**config.mk**
```make
export PLATFORM = sky130hd
export DESIGN_NAME = fetch_sequencer
export DESIGN_NICKNAME = d
export VERILOG_FILES = /design/src/rtl/fetch_sequencer.sv
export SDC_FILE = /design/constraint.sdc
export NUM_CORES = 1
export LEC_CHECK = 0
export CAP_MARGIN = 30
export CORE_MARGIN = 2
export CORE_UTILIZATION = 35
export DETAILED_ROUTE_END_ITERATION = 8
export PLACE_DENSITY = 0.66
export SLEW_MARGIN = 25
export SYNTH_ARGS = -nofsm -noshare
export SYNTH_HDL_FRONTEND = slang
export SYNTH_SLANG_ARGS = --single-unit
```
**constraint.sdc**
```tcl
create_clock -name clk -period 5.05 [get_ports clk]
set_input_delay 0.505 -clock clk [delete_from_list [all_inputs] [get_ports clk]]
set_output_delay 0.505 -clock clk [all_outputs]
set_load 0.03 [all_outputs]
```
**src/rtl/fetch_sequencer.sv**
```systemverilog
// Instruction fetch sequencer: owns the pc, issues one imem request at a time and
// buffers the returned word in a single output register for decode.
module fetch_sequencer #(
    parameter logic [31:0] RESET_PC = 32'h0000_0000
) (
    input  logic        clk,
    input  logic        rst_n,
    output logic        imem_req,
    output logic [31:0] imem_addr,
    input  logic        imem_gnt,
    input  logic        imem_rvalid,
    input  logic [31:0] imem_rdata,
    input  logic        redirect_valid,
    input  logic [31:0] redirect_target,
    output logic        instr_valid,
    output logic [31:0] instr,
    output logic [31:0] instr_pc,
    input  logic        decode_ready,
    output logic        fault,
    output logic [31:0] fetch_count
);

    typedef enum logic [1:0] {
        S_FETCH = 2'd0,
        S_WAIT  = 2'd1,
        S_FAULT = 2'd2
    } state_t;

    state_t      state;
    logic [31:0] pc;
    logic        kill;
    logic        consume;
    logic        grant;

    // A new request is only issued once the buffer is guaranteed empty when the
    // response lands, so no skid storage is needed behind the output register.
    assign imem_req  = rst_n && (state == S_FETCH) && (!instr_valid || decode_ready);
    assign imem_addr = pc;
    assign consume   = instr_valid && decode_ready;
    assign grant     = imem_req && imem_gnt;

    always_ff @(posedge clk or negedge rst_n) begin
        if (!rst_n) begin
            state       <= S_FETCH;
            pc          <= RESET_PC;
            kill        <= 1'b0;
            instr_valid <= 1'b0;
            instr       <= 32'h0;
            instr_pc    <= 32'h0;
            fault       <= 1'b0;
            fetch_count <= 32'h0;
        end else if (state != S_FAULT) begin
            if (redirect_valid) begin
                // The buffered word is wrong-path; it is flushed, never counted.
                instr_valid <= 1'b0;
                if (redirect_target[1:0] != 2'b00) begin
                    fault <= 1'b1;
                    kill  <= 1'b0;
                    state <= S_FAULT;
                end else begin
                    pc <= redirect_target;
                    if (state == S_FETCH) begin
                        if (grant) begin
                            kill  <= 1'b1;
                            state <= S_WAIT;
                        end
                    end else if (imem_rvalid) begin
                        kill  <= 1'b0;
                        state <= S_FETCH;
                    end else begin
                        kill <= 1'b1;
                    end
                end
            end else begin
                if (consume) begin
                    instr_valid <= 1'b0;
                    fetch_count <= fetch_count + 32'd1;
                end
                if (state == S_FETCH) begin
                    if (grant)
                        state <= S_WAIT;
                end else if (imem_rvalid) begin
                    if (!kill) begin
                        instr       <= imem_rdata;
                        instr_pc    <= pc;
                        instr_valid <= 1'b1;
                        pc          <= pc + 32'd4;
                    end
                    kill  <= 1'b0;
                    state <= S_FETCH;
                end
            end
        end
    end

endmodule
```
==> Flow_metrics.wiki, run 1 <==
{| class="wikitable"
! Metric !! Value
|-
| Root buffer cell || clkbuf_16
|-
| Critical Path AT || 2310 ps
|-
| Diode insertion count for antenna repair || 0
|-
| Number of resized instances in the post-cts repair step || 0
|-
| Synthesis Warnings || 0
|-
| Post-Syn Instances || 633
|-
| Headroom to the max-slew limit || 41.4%
|-
| Final worst-path cycle share || 55.8%
|-
| Crit path setup slack, layout || 2230 ps
|-
| Clock transition at path regs || 60 ps
|-
| Fraction of the mapped netlist area in adder cells || 0.417%
|-
| Deepest clock path buffer count || 2
|-
| Nets || 897
|-
| Total of endpoints with negative setup slack in the final report || 0
|-
| Max Fanout on Critical Path || 74
|-
| TritonCTS buffer count || 17
|-
| Area growth from synthesis to layout || 45.9%
|-
| Number of antenna violations at the first check in global routing || 0
|-
| Syn avg cell area || 9.48 sq um
|-
| Worst hold path type || in2async
|-
| Area of placed instances || 0.00815 sq mm
|-
| Proportion of synthesized chip area in sequential cells || 55.5%
|-
| Final-layout setup total negative slack || 0 ps
|-
| Site Rows || 47
|-
| Final clock skew || 6.90 ps
|-
| Compound-cell area share of the yosys netlist || 7.50%
|-
| Starting density of the core || 35.9%
|-
| Count of buffers from port buffering || 200
|-
| Y dimension of the die || 135 um
|-
| First-pass GRT wire length || 26700 um
|-
| Leakage power figure || 0.00401 uW
|-
| RSZ-0062 raised after global routing || no
|-
| Area share of and/or/nand/nor cells after synthesis || 26.5%
|-
| Antenna-violating nets left || 0
|-
| Clock Latency Late Sink || 410 ps
|-
| Switching power summed over all nets || 634 uW
|-
| Routed WL || 16600 um
|-
| Post-Synth XOR/XNOR Area || 4.52%
|-
| CTS tree || done
|-
| Post-detailed-placement half-perimeter wirelength || 11300 um
|-
| CORE AREA || 0.0167 sq mm
|-
| Req. time, crit path || 4550 ps
|-
| Maximum clock frequency || 355 MHz
|-
| Final standard cell area without fillers || 0.00876 sq mm
|-
| I/O pin count || 201
|-
| Gpl congestion || 0.801
|-
| Main combinational cell family by area after synthesis || simple AND/OR/NAND/NOR gates
|-
| Total vias in the final route || 5195
|-
| Via count of the first global-routing pass || 5088
|-
| Average vias per placed instance || 4.91
|-
| Element type at the critical path start || input pin
|-
| Largest net degree at the start of global routing || 75
|-
| Count of H-tree levels built during CTS || 4
|-
| Max rail drop VDD || 0.223 mV
|-
| Count of clock tree sinks || 133
|-
| CP Capture Type || primary output
|-
| Power density over cell area || 303 mW/mm^2
|-
| Flop and latch count out of synthesis || 133
|-
| Combinational power share || 9.8%
|-
| Worst slack at placement || 1990 ps
|-
| Total count of max-transition violations in the final report || 0
|-
| Number of hold violations in the final report || 0
|-
| Worst Setup Path Type || in2out
|-
| Count of different cell masters after synthesis || 48
|-
| DRC violation count after routing || 0
|-
| Count of hold buffers inserted by post-cts repair || 0
|-
| Die Wd || 135 um
|-
| Iteration-0 DRC count of the detailed router || 252
|-
| Post-Syn Area || 0.00600 sq mm
|-
| Internal || 2020 uW
|-
| Postcts setup bufs || 0
|-
| Clk network pwr share || 47.7%
|-
| Post-synth net total || 705
|-
| Share of cells above drive strength 1 || 6.09%
|-
| Max_cap viols || 0
|-
| Power share of the sequential group || 42.6%
|-
| Sw frac || 23.8%
|-
| Post-synthesis mux area share || 2.52%
|-
| Status || finished, final reports clean
|-
| Worst Max-Slew Pin Slew || 877 ps
|-
| Total congestion overflow || 0
|-
| Final worst path period need || 2820 ps
|-
| First-pass detailed-route iteration total || 5
|-
| Routed wirelength normalized by instance count || 15.7 um
|-
| Die ar. || 0.0182 sq mm
|-
| Total routing resource utilization after global routing || 18.7%
|}
## cell type report
type / count / area, sq um
Clock buffer: 20 / 457
Clock inverter: 12 / 154
Fill cell: 1513 / 7940
Inverter: 3 / 11.3
Multi-Input combinational cell: 465 / 2490
Sequential cell: 133 / 3330
Tap cell: 220 / 275
Timing Repair Buffer: 205 / 2040
## cell usage in the layout, fill, tap and decap left out, drive strengths merged, types with 5 or more instances in the layout
cell           instances
nand2                219
clkdlybuf4s50        199
dfrtp                133
a21oi                 27
xnor2                 26
nor2                  25
nand4                 23
nand3                 21
clkbuf                20
o22ai                 19
mux2i                 14
and3                  10
nor3                   9
o21ai                  8
clkinv                 7
or3                    6
buf                    6
nor4                   6
nor2b                  5
and4                   5
xor2                   5
## metrics by stage
stage | total power, uW | utilization (%) | hold WS [ps] | cells
2_1_floorplan | 1250 | - | 209 | 633
6_report | 2660 | 52.4 | 88.5 | 1058
3_3_place_gp | 1410 | 48.8 | 445 | 1026
4_1_cts | 2690 | 52.4 | 118 | 1058
5_1_grt | 2760 | 52.4 | 142 | 1058
3_5_place_dp | 1410 | 48.8 | 445 | 1026
## power by group through the flow
stage,Sequential (uW),Clock [uW],Combinational [uW]
CTS,1130,1300,264
finish,1130,1270,260
global placement,1150,0,263
floorplan,1210,0,43.0
detailed placement,1150,0,263
global route,1130,1350,280
## worst max-delay path, stage by stage
cell and delay [ps]:
buf_6 480, nor4b_1 490, clkdlybuf4s50_1 790
## cells in the mapped netlist (all sizes together)
master,n,share of area [%]
and2b,2,0.27
and4,5,0.73
and4bb,1,0.21
o22ai,19,2.0
a211oi,4,0.50
and2,4,0.42
nand4,23,2.4
nand4b,2,0.29
o21ai,8,0.67
nand2,219,14
and3,10,1.1
nor2b,5,0.52
a21o,4,0.50
clkbuf,21,1.6
nor2,25,1.6
nor4b,1,0.15
or4,1,0.13
buf,10,1.0
nor3,9,0.75
nor3b,1,0.21
clkinv,1,0.062
nand3,21,2.2
nand2b,2,0.21
a21oi,27,2.3
a31oi,4,0.42
mux2,1,0.19
dfrtp,133,55
xnor2,26,3.8
o21a,1,0.13
or3,6,0.65
a31o,2,0.29
o221ai,2,0.29
nor4,6,1.1
inv,2,0.13
xor2,5,0.73
a221oi,2,0.29
dlymetal6s2s,1,0.21
mux2i,14,2.3
ha,2,0.42
o221a,1,0.19
## worst paths after layout
path | from | to | slack (ps) | cells past startpoint
worst min register to register | fault | fault | 460 | 1
worst max-delay path | rst_n | imem_req | 2230 | 3
max in group asynchronous | rst_n | fetch_count[8] | 3660 | 2
worst max register to register | state[0] | imem_addr[8] | 2770 | 4
worst min-delay path | rst_n | fetch_count[31] | 90 | 1
min in group clk | fault | fault | 460 | 1
## flip-flops by register name (all words and copies together), names as in the netlist
name / count
kill: 1
instr_pc: 32
instr_valid: 1
state: 2
fetch_count: 32
fault: 1
imem_addr: 32
instr: 32
## kinds of logic after synthesis
kind of cell,Yosys count
AO/OA/AOI/OAI,74
XOR/XNOR,31
adder cells (fa/ha/maj),2
buffers and inverters,35
flip-flops,133
multiplexers,15
AND/OR/NAND/NOR,343
## layer usage
metal  part of all wire [%]  track usage, %  vias to the layer above
li1                       -               -                     2551
met1                     45            24.7                     2453
met2                     47            29.4                      176
met3                    7.3            6.08                       15
met4                   0.99            5.50                        0
met5                      0               0                        -
(Power assumes the default switching activity.)
==> run 2: changes to the inputs <==
--- a/config.mk
+++ b/config.mk
@@ -9,7 +9,7 @@
 export CORE_MARGIN = 2
 export CORE_UTILIZATION = 35
 export DETAILED_ROUTE_END_ITERATION = 8
-export PLACE_DENSITY = 0.66
+export PLACE_DENSITY = 0.68
 export SLEW_MARGIN = 25
 export SYNTH_ARGS = -nofsm -noshare
 export SYNTH_HDL_FRONTEND = slang
==> constraint.sdc (replaced) <==
create_clock -name clk -period 2.4 [get_ports clk]
set_input_delay 0.24 -clock clk [delete_from_list [all_inputs] [get_ports clk]]
set_output_delay 0.24 -clock clk [all_outputs]
set_load 0.03 [all_outputs]
==> run 2 against run 1 <==
Clock-buffer cell count stayed put. Critical path type is now reg2out. Critical path depth stayed put. Clock power is 110% higher. Highest routed layer unchanged. Wire length is 2.3% higher. Combinational power is 110% higher. Core utilization is 1.1 points higher. Clock skew hardly changed.
==> Flow_metrics.wiki, run 2 (synthesized netlist as in run 1, its figures left out) <==
{| class="wikitable"
! Metric !! Value
|-
| Stage delay of the slowest cell on the critical path || 730 ps
|-
| Starting density of the core || 35.9%
|-
| Die ar. || 0.0182 sq mm
|-
| Deepest clock path buffer count || 2
|-
| Average vias per placed instance || 4.86
|-
| Critical Path AT || 2010 ps
|-
| Total routing resource utilization after global routing || 19.0%
|-
| Area growth from synthesis to layout || 48.9%
|-
| Status || finished, final reports clean
|-
| Crit-path slowest cell || clkdlybuf4s50_1
|-
| Total count of max-transition violations in the final report || 0
|-
| Req. time, crit path || 2160 ps
|-
| Most used cells in the layout excluding fill and tap cells || nand2_1 (219), clkdlybuf4s50_1 (199), dfrtp_1 (133)
|-
| Diode insertion count for antenna repair || 0
|-
| Min-Delay Startpoint || imem_rdata[6]
|-
| Max rail drop VDD || 0.464 mV
|-
| Count of hold buffers inserted by post-cts repair || 1
|-
| DRC violation count after routing || 0
|-
| Element type at the critical path start || flip-flop
|-
| Post-detailed-placement half-perimeter wirelength || 11800 um
|-
| Max_cap viols || 0
|-
| Routed WL || 17000 um
|-
| Routed wirelength normalized by instance count || 15.7 um
|-
| Postcts setup bufs || 0
|-
| Total congestion overflow || 0
|-
| Via count of the first global-routing pass || 5158
|-
| Antenna-violating nets left || 0
|-
| CORE AREA || 0.0167 sq mm
|-
| Gpl congestion || 0.799
|-
| Number of hold violations in the final report || 0
|-
| Most common cell after layout, fill and taps aside || nand2_1
|-
| Count of buffers from port buffering || 200
|-
| Worst hold path type || in2reg
|-
| Y dimension of the die || 135 um
|-
| First-pass GRT wire length || 27400 um
|-
| TritonCTS buffer count || 17
|-
| Total of endpoints with negative setup slack in the final report || 0
|-
| Clock transition at path regs || 60 ps
|-
| RSZ-0062 raised after global routing || no
|-
| Worst Setup Path Type || reg2out
|-
| Site Rows || 47
|-
| Largest net degree at the start of global routing || 134
|-
| First-pass detailed-route iteration total || 5
|-
| Power density over cell area || 624 mW/mm^2
|-
| Count of H-tree levels built during CTS || 4
|-
| Cell depth of the worst min-delay path || 3
|-
| Root buffer cell || clkbuf_16
|-
| Number of cell instances on the worst register-to-register path || 6
|-
| Final worst-path cycle share || 93.5%
|-
| Leakage power figure || 0.00412 uW
|-
| CTS tree || done
|-
| Start of the worst register-to-register path || imem_addr[2]
|-
| Sequence of cells on the critical path || nor2b_1 -> nor4b_2 -> clkdlybuf4s50_1
|-
| Worst Max-Slew Pin Slew || 743 ps
|-
| Headroom to the max-slew limit || 50.5%
|-
| Clock Latency Late Sink || 410 ps
|-
| Nets || 919
|-
| Count of clock tree sinks || 133
|-
| Final clock skew || 6.99 ps
|-
| CP Capture Type || primary output
|-
| R2R Path End || imem_addr[24]
|-
| Endpoint of the worst hold path || instr[6]
|-
| Total vias in the final route || 5247
|-
| Iteration-0 DRC count of the detailed router || 324
|-
| Number of antenna violations at the first check in global routing || 0
|-
| Final worst path period need || 2250 ps
|-
| Reg2reg setup slack || 410 ps
|-
| Die Wd || 135 um
|-
| Number of resized instances in the post-cts repair step || 0
|-
| Final-layout setup total negative slack || 0 ps
|-
| I/O pin count || 201
|-
| Maximum clock frequency || 445 MHz
|-
| Share of cells above drive strength 1 || 8.37%
|-
| Sum of internal, switching and leakage power || 5570 uW
|-
| Max Fanout on Critical Path || 4
|}
## run 2: critical path, delay by kind of cell, from the launching register on
family | cells | cell delay [ps]
buffers and inverters | 1 | 730
flip-flops | 1 | 410
AND/OR/NAND/NOR | 2 | 450
## run 2: per-layer routing
layer  global-route usage, %  vias up  routed length (um)
li1                        -     2593                   -
met1                    25.8     2479                7700
met2                    29.0      160                7720
met3                    6.76       15                1400
met4                    4.57        0                 182
met5                       0        -                   0
## run 2: report_power, final
part	total, uW	leakage (uW)	switching (uW)	internal (uW)
Clock	2640	0.000286	975	1660
Combinational	555	0.00201	291	264
Sequential	2380	0.00183	65.8	2310
Total	5570	0.00412	1330	4240
## run 2: how the worst max path moves through the flow
stage | endpoint | slack, ps | from | depth (start not counted)
floorplan | imem_addr[19] | 400 | imem_addr[6] | 7
global placement | fetch_count[24] | 310 | redirect_valid | 6
detailed placement | imem_addr[28] | 230 | redirect_valid | 6
CTS | imem_req | 120 | instr_valid | 3
global route | imem_req | 80 | instr_valid | 3
finish | imem_req | 150 | instr_valid | 3
## run 2: area by class of cell
| class | instances | area (sq um) |
|---|---|---|
| Sequential cell | 133 | 3330 |
| Inverter | 3 | 11.3 |
| Fill cell | 1537 | 7770 |
| Clock buffer | 20 | 447 |
| Clock inverter | 12 | 154 |
| Tap cell | 220 | 275 |
| Multi-Input combinational cell | 465 | 2500 |
| Timing Repair Buffer | 227 | 2220 |
## run 2: stage by stage
| stage | worst slack [ps] | util, % | cells | instance area [sq um] | hold WS, ps |
|---|---|---|---|---|---|
| floorplan | 403 | - | 633 | 6010 | -55.6 |
| detailed placement | 228 | 49.8 | 1047 | 8320 | 439 |
| global placement | 309 | 49.8 | 1047 | 8320 | 446 |
| global route | 81.0 | 53.5 | 1080 | 8930 | 344 |
| finish | 155 | 53.5 | 1080 | 8930 | 354 |
| CTS | 122 | 53.5 | 1080 | 8930 | 334 |
